===== config.mk =====
export PLATFORM = sky130hd
export DESIGN_NAME = two_dim_dec_ram
export DESIGN_NICKNAME = d
export VERILOG_FILES = /design/src/rtl/two_dim_dec_ram.sv
export SDC_FILE = /design/constraint.sdc
export NUM_CORES = 1
export LEC_CHECK = 0
export CORE_MARGIN = 1
export CORE_UTILIZATION = 35
export CTS_BUF_LIST = sky130_fd_sc_hd__clkbuf_4 sky130_fd_sc_hd__clkbuf_8
export DETAILED_ROUTE_END_ITERATION = 10
export GPL_ROUTABILITY_DRIVEN = 0
export GPL_TIMING_DRIVEN = 0
export PLACE_DENSITY = 0.6
export SYNTH_ARGS = -nofsm -noshare
export SYNTH_HDL_FRONTEND = slang
export SYNTH_SLANG_ARGS = --single-unit

===== constraint.sdc =====
create_clock -name clk -period 2.1 [get_ports clk]
set_input_delay 0.315 -clock clk [delete_from_list [all_inputs] [get_ports clk]]
set_output_delay 0.315 -clock clk [all_outputs]
set_load 0.01 [all_outputs]

===== src/rtl/two_dim_dec_ram.sv =====
// two_dim_dec_ram: synchronous two-dimensional decoded RAM.
// The word address is split into {row, col}. The row decoder picks one row of
// 2^COL_BITS words and the column mux picks the word inside it. After reset, or
// after a clr pulse, a sequencer clears one whole row per cycle. While that runs,
// ready is low. Reads are registered and flagged by a one-cycle rd_valid pulse.
//
// Handshake: an access is taken at a rising edge only when ready=1 and mem_en=1,
// and clr=0 at the same edge. There is no back-pressure beyond ready. A read
// answers exactly one cycle later with rd_valid=1. rd_data then holds until the
// next read.
//
// Optional feature: define PARITY_EN to store an even-parity bit per word and
// flag a mismatch on par_err. When it is undefined, par_err is 0.
module two_dim_dec_ram #(
   parameter int DATA_W   = 4,
   parameter int ROW_BITS = 2,
   parameter int COL_BITS = 1
) (
   input  logic                         clk,
   input  logic                         rst_n,
   input  logic                         mem_en,
   input  logic                         rd_wr,
   input  logic [ROW_BITS+COL_BITS-1:0] addr,
   input  logic [DATA_W-1:0]            wr_data,
   input  logic                         clr,
   input  logic                         par_inj,
   output logic                         ready,
   output logic [DATA_W-1:0]            rd_data,
   output logic                         rd_valid,
   output logic                         par_err
);

   localparam int ADDR_W = ROW_BITS + COL_BITS;
   localparam int ROWS   = 1 << ROW_BITS;
   localparam int COLS   = 1 << COL_BITS;
   localparam logic [ROW_BITS-1:0] ROW_LAST = '1;

   typedef enum logic {
      ST_INIT = 1'b0,
      ST_IDLE = 1'b1
   } state_t;

   state_t              state_q, state_d;
   logic [ROW_BITS-1:0] row_cnt_q, row_cnt_d;
   logic [DATA_W-1:0]   rd_data_q, rd_data_d;
   logic                rd_valid_q, rd_valid_d;
   logic                par_err_q, par_err_d;

   // Storage array: indexed [row][col]; contents are never reset directly.
   logic [DATA_W-1:0]   mem_q [ROWS][COLS];

   logic [ROW_BITS-1:0] row_sel;
   logic [COL_BITS-1:0] col_sel;
   logic                access;
   logic                row_clr_we;
   logic                word_we;
   logic [DATA_W-1:0]   rd_word;
   logic                rd_par_bad;

   assign row_sel = addr[ADDR_W-1:COL_BITS];
   assign col_sel = addr[COL_BITS-1:0];
   assign rd_word = mem_q[row_sel][col_sel];

   // clr wins over a same-edge access, so the access is dropped.
   assign access  = (state_q == ST_IDLE) && mem_en && !clr;

`ifdef PARITY_EN
   logic par_q [ROWS][COLS];

   // Stored parity bit is read alongside the data word.
   assign rd_par_bad = ((^rd_word) != par_q[row_sel][col_sel]);

   // Parity array follows the data array: cleared by rows, written by words.
   always_ff @(posedge clk) begin
      if (row_clr_we) begin
         par_q[row_cnt_q] <= '{default: 1'b0};
      end
      if (word_we) begin
         par_q[row_sel][col_sel] <= (^wr_data) ^ par_inj;
      end
   end
`else
   logic unused_par_inj;

   assign unused_par_inj = par_inj;
   assign rd_par_bad     = 1'b0;
`endif

   // Sequencer next state, array write strobes and the registered read path.
   always_comb begin
      state_d    = state_q;
      row_cnt_d  = row_cnt_q;
      rd_data_d  = rd_data_q;
      rd_valid_d = 1'b0;
      par_err_d  = par_err_q;
      row_clr_we = 1'b0;
      word_we    = 1'b0;

      case (state_q)
         ST_INIT: begin
            row_clr_we = 1'b1;
            row_cnt_d  = row_cnt_q + 1'b1;
            if (row_cnt_q == ROW_LAST) begin
               state_d = ST_IDLE;
            end
         end
         ST_IDLE: begin
            if (access) begin
               if (rd_wr) begin
                  rd_data_d  = rd_word;
                  rd_valid_d = 1'b1;
                  par_err_d  = rd_par_bad;
               end else begin
                  word_we = 1'b1;
               end
            end
         end
         default: begin
            state_d = ST_INIT;
         end
      endcase

      if (clr) begin
         state_d   = ST_INIT;
         row_cnt_d = '0;
      end
   end

   // Control and read-port registers, asynchronously reset.
   always_ff @(posedge clk or negedge rst_n) begin
      if (!rst_n) begin
         state_q    <= ST_INIT;
         row_cnt_q  <= '0;
         rd_data_q  <= '0;
         rd_valid_q <= 1'b0;
         par_err_q  <= 1'b0;
      end else begin
         state_q    <= state_d;
         row_cnt_q  <= row_cnt_d;
         rd_data_q  <= rd_data_d;
         rd_valid_q <= rd_valid_d;
         par_err_q  <= par_err_d;
      end
   end

   // Data array: whole-row clear during INIT, single-word write in IDLE.
   always_ff @(posedge clk) begin
      if (row_clr_we) begin
         mem_q[row_cnt_q] <= '{default: '0};
      end
      if (word_we) begin
         mem_q[row_sel][col_sel] <= wr_data;
      end
   end

   assign ready    = (state_q == ST_IDLE);
   assign rd_data  = rd_data_q;
   assign rd_valid = rd_valid_q;
   assign par_err  = par_err_q;

endmodule


* Word-level counts from Yosys, hierarchy flattened
Memory sizes are Yosys's and may differ from the RTL's.
Cells that the tools add are included.
** Cells by class
- Reduce and logical (&&, ||, !) cells :: 6
- $lt $le $gt $ge :: 2
- Bitwise gates (word level) :: 1
- Add/subtract/negate cells :: 1
- Muxes and demuxes :: 22
- Eq/ne operators :: 2
** Operator list (count)
- $mux W8 :: 3
- $mux W4 :: 4
- $mux W1 :: 11
- $reduce_or A8 Y1 :: 1
- $mux W2 :: 3
- $demux W4 S1 :: 1
- $logic_and A1 B1 Y1 :: 3
- $reduce_and A3 Y1 :: 1
- $add A2 B1 Y2 const B :: 1
- $eq A2 B2 Y1 const B :: 1
- $ge A2 B2 Y1 const B :: 1
- $lt A2 B1 Y1 const B :: 1
- $ne A2 B2 Y1 const B :: 1
- $not A1 Y2 :: 1
- $logic_not A1 Y1 :: 1
** Word-level totals
- Memories :: 1
- Logic and storage cells :: 39
- Bits in registers :: 8
- Input port bits :: 13
- Bits in writable memories :: 32
- Output and inout bits :: 7
** Memories
- mem_q :: words 4, bits a word 8, read ports 1, clocked after Yosys merged registers in 0, write ports 1, line 50 : logic [DATA_W-1:0] mem_q [ROWS][COLS];

* Logic depth before layout (Yosys ltp)
Gate-level depths: netlist (run 1).
- Depth after elaboration :: 8
- Depth in mapped cells :: 5
- Mapped depth without buffers :: 3

* Least setup slack after synthesis (run 1)
OpenSTA, ideal clock, no wires.
- Path kind :: register -> register
- Start :: register state_q, in the netlist ready
- End :: memory mem_q[0][0] in the netlist's numbering (enable)
- Data arrival time :: 1.482 ns
- Library setup time :: 0.329 ns
- Cell stages (with the launch flop) :: 6
- Data required time :: 1.771 ns
- Slack :: 0.289 ns
- Period minus slack after synthesis :: 1.811 ns
- Buffers on the path :: 2
- Cells stage by stage :: dfrtp_1 buf_2 and4bb_1 buf_2 mux2_2 nor2_1
** On the way
- Word-level cells in the longest chain between the ends :: 8
- Elaborated cells between the ends (all ways) :: 10
- Those cells by class :: 7 x mux; 3 x reduce/logical
** RTL lines
- from (decl) :: line 43 : state_t state_q, state_d;
- from (signal assigned) :: line 138 : state_q <= state_d;
- $logic_and A1 B1 Y1 (2 in a row) :: line 65 : assign access = (state_q == ST_IDLE) && mem_en && !clr;
- $mux W1 :: line 108 : if (access) begin
- $mux W1 :: line 99 : case (state_q)
- $mux W1 :: line 151 : if (word_we) begin
- $mux W8 (implied by the code) :: line 152 : mem_q[row_sel][col_sel] <= wr_data;
- $reduce_or A8 Y1 (no line)
- $mux W2 (no line) / $mux W8 (equally long branches)
- to (decl) :: line 50
Several ways; a longest one is shown, not always the timed one.

* Worst setup path in the final report (run 1)
- Start :: input clr
- End :: memory mem_q[0][0] in the netlist's numbering (enable)
** On the way
- Word-level cells in the longest chain between the ends :: 8
- Elaborated cells between the ends (all ways) :: 9
- Those cells by class :: 6 x mux; 3 x reduce/logical
** RTL lines
- from (decl) :: line 25 : input logic clr,
- $logic_not A1 Y1 * :: line 65
- $logic_and A1 B1 Y1 * :: line 65
- $mux W1 * :: line 108
- $mux W1 * :: line 99
- $mux W1 * :: line 151
- $mux W8 (implied by the code) * :: line 152
- $reduce_or A8 Y1 (no line)
- $mux W2 (no line) / $mux W8 (equally long branches)
Every way passes the cells marked *; elsewhere a longest branch is shown, timed or not.

==> run summary, run 1 <==
GRT Total Usage: 13.4%
worst ir drop on vdd: 0.000426 V
CP top delay family: buffers and inverters
Iter 0 DRT Violations: 42
gr busiest metal: met2
worst-case clock skew: 0.00471 ns
Core Footprint: 4500 um2
Clk network pwr share: 31.6%
I/O Buffers: 15
CP max-delay cell: clkdlybuf4s50_1
max incr delay on CP: 0.48 ns
initial antenna violation count: 0
Gate power share: 15.9%
GR Layer Usage met1: 15.5%
clk buf depth: 2
area growth from synthesis to layout: 19.4%
crit-path cells: clkdlybuf4s50_1 > and4bb_1 > buf_2 > mux2_2 > nor2_1
setup violators final: 4
via count: 916
status: finished with violations
diode count: 0
sequential share of power: 52.5%
layout cells sized above 1: 15.4%
drt wl/cell: 16.0 um
vias in the first global route: 935
RSZ-0062 raised after global routing: yes
First-pass DRT Iterations: 4
worst slack at placement: -0.324 ns
nets: 143
final setup margin: -0.0240 ns
Multi-input gate area: 477 um2
hold buffer count at cts: 0
CP bufs+invs: 2
Net Switching: 451 uW
Slew Limit Fails: 0
Int Pwr: 1480 uW
max_cap viols: 0
Avg Inst Size Synth: 15.9 um2
CTS Sinks: 40
FF+latch area: 1160 um2
yosys warns: 0
initial core utilization: 37.8%
CTS tree: done
final wirelength: 2.91 mm
failing checks: negative setup slack
Fmax: 0.471 GHz
post-route ant nets: 0
Remaining Overflow, GRT: 0
fin cells: 182
first-pass GRT wire length: 4.86 mm
crit share post-route: 101%
crit path capture type: flip-flop
Yosys reg bits: 40
Crit Path Category: in -> reg
postcts setup bufs: 0
detailed-route DRC error count: 0
Fin Hold WS: 0.292 ns
CTS clk-pin slew, worst paths: 0.08 ns
die area: 5140 um2
Clock Tree Root: clkbuf_8
Hold Violations, Final: 0
clk_lat worst skew: 0.29 ns
CP max FO: 10
# placed instances: 174
syn nets: 121
# fillers: 382
CP Launch Type: input pin
leakage power: 0.000787 uW
FP Rows: 24
I/O pins: 20
mapped cell area: 1700 um2
Tmin final: 2.12 ns
die extent in x: 71.7 um
met2 usage: 21.6%
power density over the cells: 950 nW/um2
worst hold path type: in -> async
crit path DAT: 2.07 ns
post-layout util: 45.1%
vias per std cell: 5.03
Yosys cell types: 22
Tot Pwr: 1930 uW
Req. time, crit path: 2.05 ns
die height: 71.7 um
CTS HTree Levels: 2
Net Sw Frac: 23.4%
met3 usage: 5.63%
Cells after Synth: 107
number of CTS-inserted buffers: 5
HPWL after DPL: 2.17 mm
Seq/Total Area, Yosys: 68.3%
largest net degree at the start of global routing: 14
-- repair_timing --
action,CTS,global route
gates cloned,0,0
pin swaps,0,0
gates resized for setup,0,1
endpoints found under the setup margin,12,16
-- kinds of logic (layout without fill, tap and decap cells) --
logic type | count (synthesis) | in the layout | share of synthesized area [%]
buffers and inverters | 9 | 32 | 3.83
adders and majority gates | 1 | 1 | 0.736
DFF | 40 | 40 | 68.3
muxes | 23 | 23 | 16.6
AOI/OAI and AO/OA | 8 | 8 | 2.80
and+or+nand+nor | 25 | 25 | 7.58
other | 1 | 1 | 0.221
-- routing by layer --
| metal | routed length (um) | share of wire (%) | up-vias |
|---|---|---|---|
| met5 | 0 | 0 | - |
| met4 | 68 | 2.3 | 0 |
| met3 | 154 | 5.3 | 8 |
| met2 | 1460 | 50 | 26 |
| met1 | 1220 | 42 | 447 |
| li1 | - | - | 435 |
-- final timing paths --
path,slack [ns],startpoint,end,depth (start not counted)
setup / recovery,-0.02,clr,mem_q[0][0]$_DFFE_PP_,5
hold / removal,0.29,rst_n,ready$_DFF_PN0_,1
setup reg to reg,0.05,ready$_DFF_PN0_,mem_q[0][0]$_DFFE_PP_,5
hold reg to reg,0.49,rd_data[3]$_DFFE_PN0P_,rd_data[3]$_DFFE_PN0P_,2
max in group asynchronous,1.55,rst_n,rd_data[2]$_DFFE_PN0P_,1
min in group clk,0.49,rd_data[3]$_DFFE_PN0P_,rd_data[3]$_DFFE_PN0P_,2
-- sequential cells by signal, summed over array words and instances, names as in the netlist --
register and flops:
mem_q 32, rd_valid 1, row_cnt_q 2, ready 1
rd_data 4
-- final cells by class --
class	count	area share, %
clock buffer	5	3.39
multi-input combinational	58	23.5
timing repair buffer	15	7.40
tap	52	3.21
inverter	3	0.555
buffer	6	2.65
clock inverter	3	2.10
sequential	40	57.2
-- metrics by stage --
stage / TNS [ns] / instance area (um2)
after global routing: -0.863 / 2030
after detailed placement: -6.38 / 1920
after floorplan: 0 / 1700
final: -0.0889 / 2030
after global placement: -5.17 / 1920
after CTS: -0.285 / 2030
-- synthesized netlist by cell type --
library cell	instances	share of area, %
a31o_2	1	0.52
a31oi_1	3	1.1
and2_1	6	2.2
and4bb_1	1	0.74
buf_12	1	1.2
buf_2	3	0.88
buf_4	1	0.44
buf_6	1	0.66
conb_1	1	0.22
dfrtp_1	8	12
edfxtp_1	32	57
ha_1	1	0.74
inv_1	3	0.66
mux2_2	1	0.66
mux2i_1	18	11
mux4_2	4	5.3
nand2_1	4	0.88
nand4b_1	1	0.52
nor2_1	10	2.2
nor2b_1	2	0.74
nor3_1	1	0.29
o21ai_1	4	1.2
-- power by group through the flow --
stage / Sequential, uW / Combinational (uW) / Clock, uW
2_1_floorplan: 1040 / 169 / 0
3_3_place_gp: 1030 / 299 / 0
3_5_place_dp: 1030 / 309 / 0
4_1_cts: 1010 / 309 / 622
5_1_grt: 1020 / 342 / 666
6_report: 1010 / 307 / 609
-- placed cells by master, fill, tap and decap left out --
cell type | netlist | layout
nand2_1 | 4 | 4
bufinv_16 | 0 | 1
buf_12 | 1 | 1
nor3_1 | 1 | 1
edfxtp_1 | 32 | 32
buf_6 | 1 | 1
conb_1 | 1 | 1
and4bb_1 | 1 | 1
clkdlybuf4s50_1 | 0 | 15
and2_1 | 6 | 6
nand4b_1 | 1 | 1
a31o_2 | 1 | 1
clkbuf_8 | 0 | 5
ha_1 | 1 | 1
mux4_2 | 4 | 4
buf_4 | 1 | 1
clkinv_4 | 0 | 1
inv_1 | 3 | 3
dfrtp_1 | 8 | 8
clkinv_1 | 0 | 1
nor2_1 | 10 | 9
mux2_2 | 1 | 1
buf_2 | 3 | 3
nor2b_1 | 2 | 2
a31oi_1 | 3 | 3
o21ai_1 | 4 | 4
nor2_2 | 0 | 1
mux2i_1 | 18 | 18
(Power assumes the default switching activity.)
==> inputs of run 2 (changes only) <==
Settings changed: CELL_PAD_IN_SITES_DETAIL_PLACEMENT from default to 0, CELL_PAD_IN_SITES_GLOBAL_PLACEMENT from default to 1, PLACE_DENSITY 0.6 to 0.68, SLEW_MARGIN from default to 25.
==> run 2 against run 1 <==
  * The flow now finishes without violations
  * Setup slack gained 0.16 ns
  * Count of clock-buffer cells in the layout is the same
  * Combinational power is essentially flat
  * First-iteration DRC count shrank 33%
  * Sequential share of layout area grew 0.39 points
  * Fmax grew 8.4%
  * Design area shrank 0.68%
  * Flip-flop and latch count is the same
  * Critical path depth is the same
  * Non-clock buffer count is the same
  * Critical endpoint is now mem_q[0][3]$_DFFE_PP_
==> run summary, run 2 (same netlist as run 1, synthesis figures left out) <==
status: completed (was finished with violations)
max_cap viols: 0 (unchanged)
CTS tree: done (unchanged)
via count: 887 (was 916)
Post-CTS Resized: 0 (unchanged)
CP top delay family: buffers and inverters (unchanged)
CP max FO: 10 (unchanged)
Critical R2R Launch: ready$_DFF_PN0_ (unchanged)
worst hold path type: in -> async (unchanged)
Clock Tree Root: clkbuf_8 (unchanged)
reg-to-reg endpoint: mem_q[0][3]$_DFFE_PP_ (was mem_q[0][0]$_DFFE_PP_)
leakage power: 0.000772 uW (was 0.000787 uW)
GRT Total Usage: 13.6% (was 13.4%)
detailed-route DRC error count: 0 (unchanged)
final wirelength: 2.86 mm (was 2.91 mm)
RSZ-0062 raised after global routing: no (was yes)
HPWL after DPL: 2.19 mm (was 2.17 mm)
Hold Violations, Final: 0 (unchanged)
initial antenna violation count: 0 (unchanged)
Tot Pwr: 1830 uW (was 1930 uW)
hold buffer count at cts: 0 (unchanged)
Slew Limit Fails: 0 (unchanged)
clk_lat worst skew: 0.30 ns (was 0.29 ns)
most common cell after layout, fill and taps aside: edfxtp_1 (unchanged)
post-route ant nets: 0 (unchanged)
met3 usage: 4.64% (was 5.63%)
initial core utilization: 37.8% (unchanged)
met2 usage: 20.2% (was 21.6%)
nets: 143 (unchanged)
crit path capture type: flip-flop (unchanged)
crit-path cells: clkdlybuf4s50_1 > and4bb_1 > buf_2 > mux2_2 > nor2_2 (was clkdlybuf4s50_1 > and4bb_1 > buf_2 > mux2_2 > nor2_1)
Remaining Overflow, GRT: 0 (unchanged)
register name with the most flops: mem_q (unchanged)
diode count: 0 (unchanged)
most frequent cells in the layout: edfxtp_1 (32), mux2i_1 (18), clkdlybuf4s50_1 (15) (unchanged)
first-pass GRT wire length: 4.87 mm (was 4.86 mm)
CTS Sinks: 40 (unchanged)
FP Rows: 24 (unchanged)
clk buf depth: 2 (unchanged)
First-pass DRT Iterations: 4 (unchanged)
layout cells sized above 1: 17.7% (was 15.4%)
die height: 71.7 um (unchanged)
worst-case clock skew: 0.00317 ns (was 0.00471 ns)
# fillers: 413 (was 382)
cell depth of the worst flop-to-flop path: 5 (unchanged)
Iter 0 DRT Violations: 28 (was 42)
worst ir drop on vdd: 0.000374 V (was 0.000426 V)
I/O pins: 20 (unchanged)
Core Footprint: 4500 um2 (unchanged)
I/O Buffers: 15 (unchanged)
Tmin final: 1.96 ns (was 2.12 ns)
CTS HTree Levels: 2 (unchanged)
vias per std cell: 4.87 (was 5.03)
Crit Path Category: in -> reg (unchanged)
GR Layer Usage met1: 17.9% (was 15.5%)
Fmax: 0.510 GHz (was 0.471 GHz)
Fin Hold WS: 0.286 ns (was 0.292 ns)
max FFs per register: 32 (unchanged)
drt wl/cell: 15.7 um (was 16.0 um)
CP Launch Type: input pin (unchanged)
die area: 5140 um2 (unchanged)
crit share post-route: 93.3% (was 101%)
postcts setup bufs: 0 (unchanged)
Req. time, crit path: 2.08 ns (was 2.05 ns)
max incr delay on CP: 0.47 ns (was 0.48 ns)
power density over the cells: 909 nW/um2 (was 950 nW/um2)
crit path DAT: 1.94 ns (was 2.07 ns)
R2R Setup Slk: 0.18 ns (was 0.05 ns)
largest net degree at the start of global routing: 15 (was 14)
area growth from synthesis to layout: 18.5% (was 19.4%)
CP max-delay cell: clkdlybuf4s50_1 (unchanged)
CP bufs+invs: 2 (unchanged)
die extent in x: 71.7 um (unchanged)
vias in the first global route: 900 (was 935)
gr busiest metal: met2 (unchanged)
number of CTS-inserted buffers: 5 (unchanged)
setup violators final: 0 (was 4)
CTS clk-pin slew, worst paths: 0.08 ns (about the same)
-- run 2: final cells by class --
| class | instances | area, um2 | share of cell area (%) |
|---|---|---|---|
| Sequential cell | 40 | 1160 | 57.6 |
| Multi-Input combinational cell | 58 | 482 | 23.9 |
| Timing Repair Buffer | 15 | 150 | 7.45 |
| Clock buffer | 5 | 68.8 | 3.41 |
| Tap cell | 52 | 65.1 | 3.23 |
| Buffer | 6 | 53.8 | 2.67 |
| Clock inverter | 3 | 23.8 | 1.18 |
| Inverter | 3 | 11.3 | 0.559 |
-- run 2: worst max path at each step --
stage                    start               endpoint  cells past startpoint
3_3_place_gp               clr  mem_q[0][2]$_DFFE_PP_                      5
3_5_place_dp               clr  mem_q[0][2]$_DFFE_PP_                      5
4_1_cts                    clr  mem_q[0][3]$_DFFE_PP_                      5
5_1_grt        ready$_DFF_PN0_  mem_q[1][3]$_DFFE_PP_                      5
6_report                   clr  mem_q[0][3]$_DFFE_PP_                      5
2_1_floorplan  ready$_DFF_PN0_  mem_q[0][0]$_DFFE_PP_                      5
-- run 2: stage by stage --
stage / cells / TNS, ns / area (um2) / util (%) / setup slack, ns
2_1_floorplan: 107 / 0 / 1700 / - / 0.289
3_3_place_gp: 174 / -5.11 / 1920 / 42.5 / -0.298
3_5_place_dp: 174 / -5.48 / 1920 / 42.5 / -0.315
4_1_cts: 182 / 0 / 2010 / 44.6 / 0.00262
5_1_grt: 182 / 0 / 2020 / 44.8 / 0.0442
6_report: 182 / 0 / 2020 / 44.8 / 0.141
-- run 2: worst register-to-register path, delay by kind of cell (launching register included) --
family                 cells  cell delay [ns]
flip-flops                 1             0.36
AND/OR/NAND/NOR            2             0.46
multiplexers               1             0.41
buffers and inverters      2             0.39
-- run 2: per-layer routing --
layer	part of all wire (%)	vias up
met5	0	-
met4	2.2	0
met3	3.6	7
met2	48	23
met1	46	417
li1	-	440
-- run 2: power by group --
| part | switching (uW) | leakage [uW] | total (uW) | internal (uW) |
|---|---|---|---|---|
| logic | 155 | 0.000322 | 307 | 152 |
| registers | 36.6 | 0.000409 | 1010 | 976 |
| clock network | 277 | 0.0000404 | 512 | 235 |
| total | 469 | 0.000772 | 1830 | 1360 |
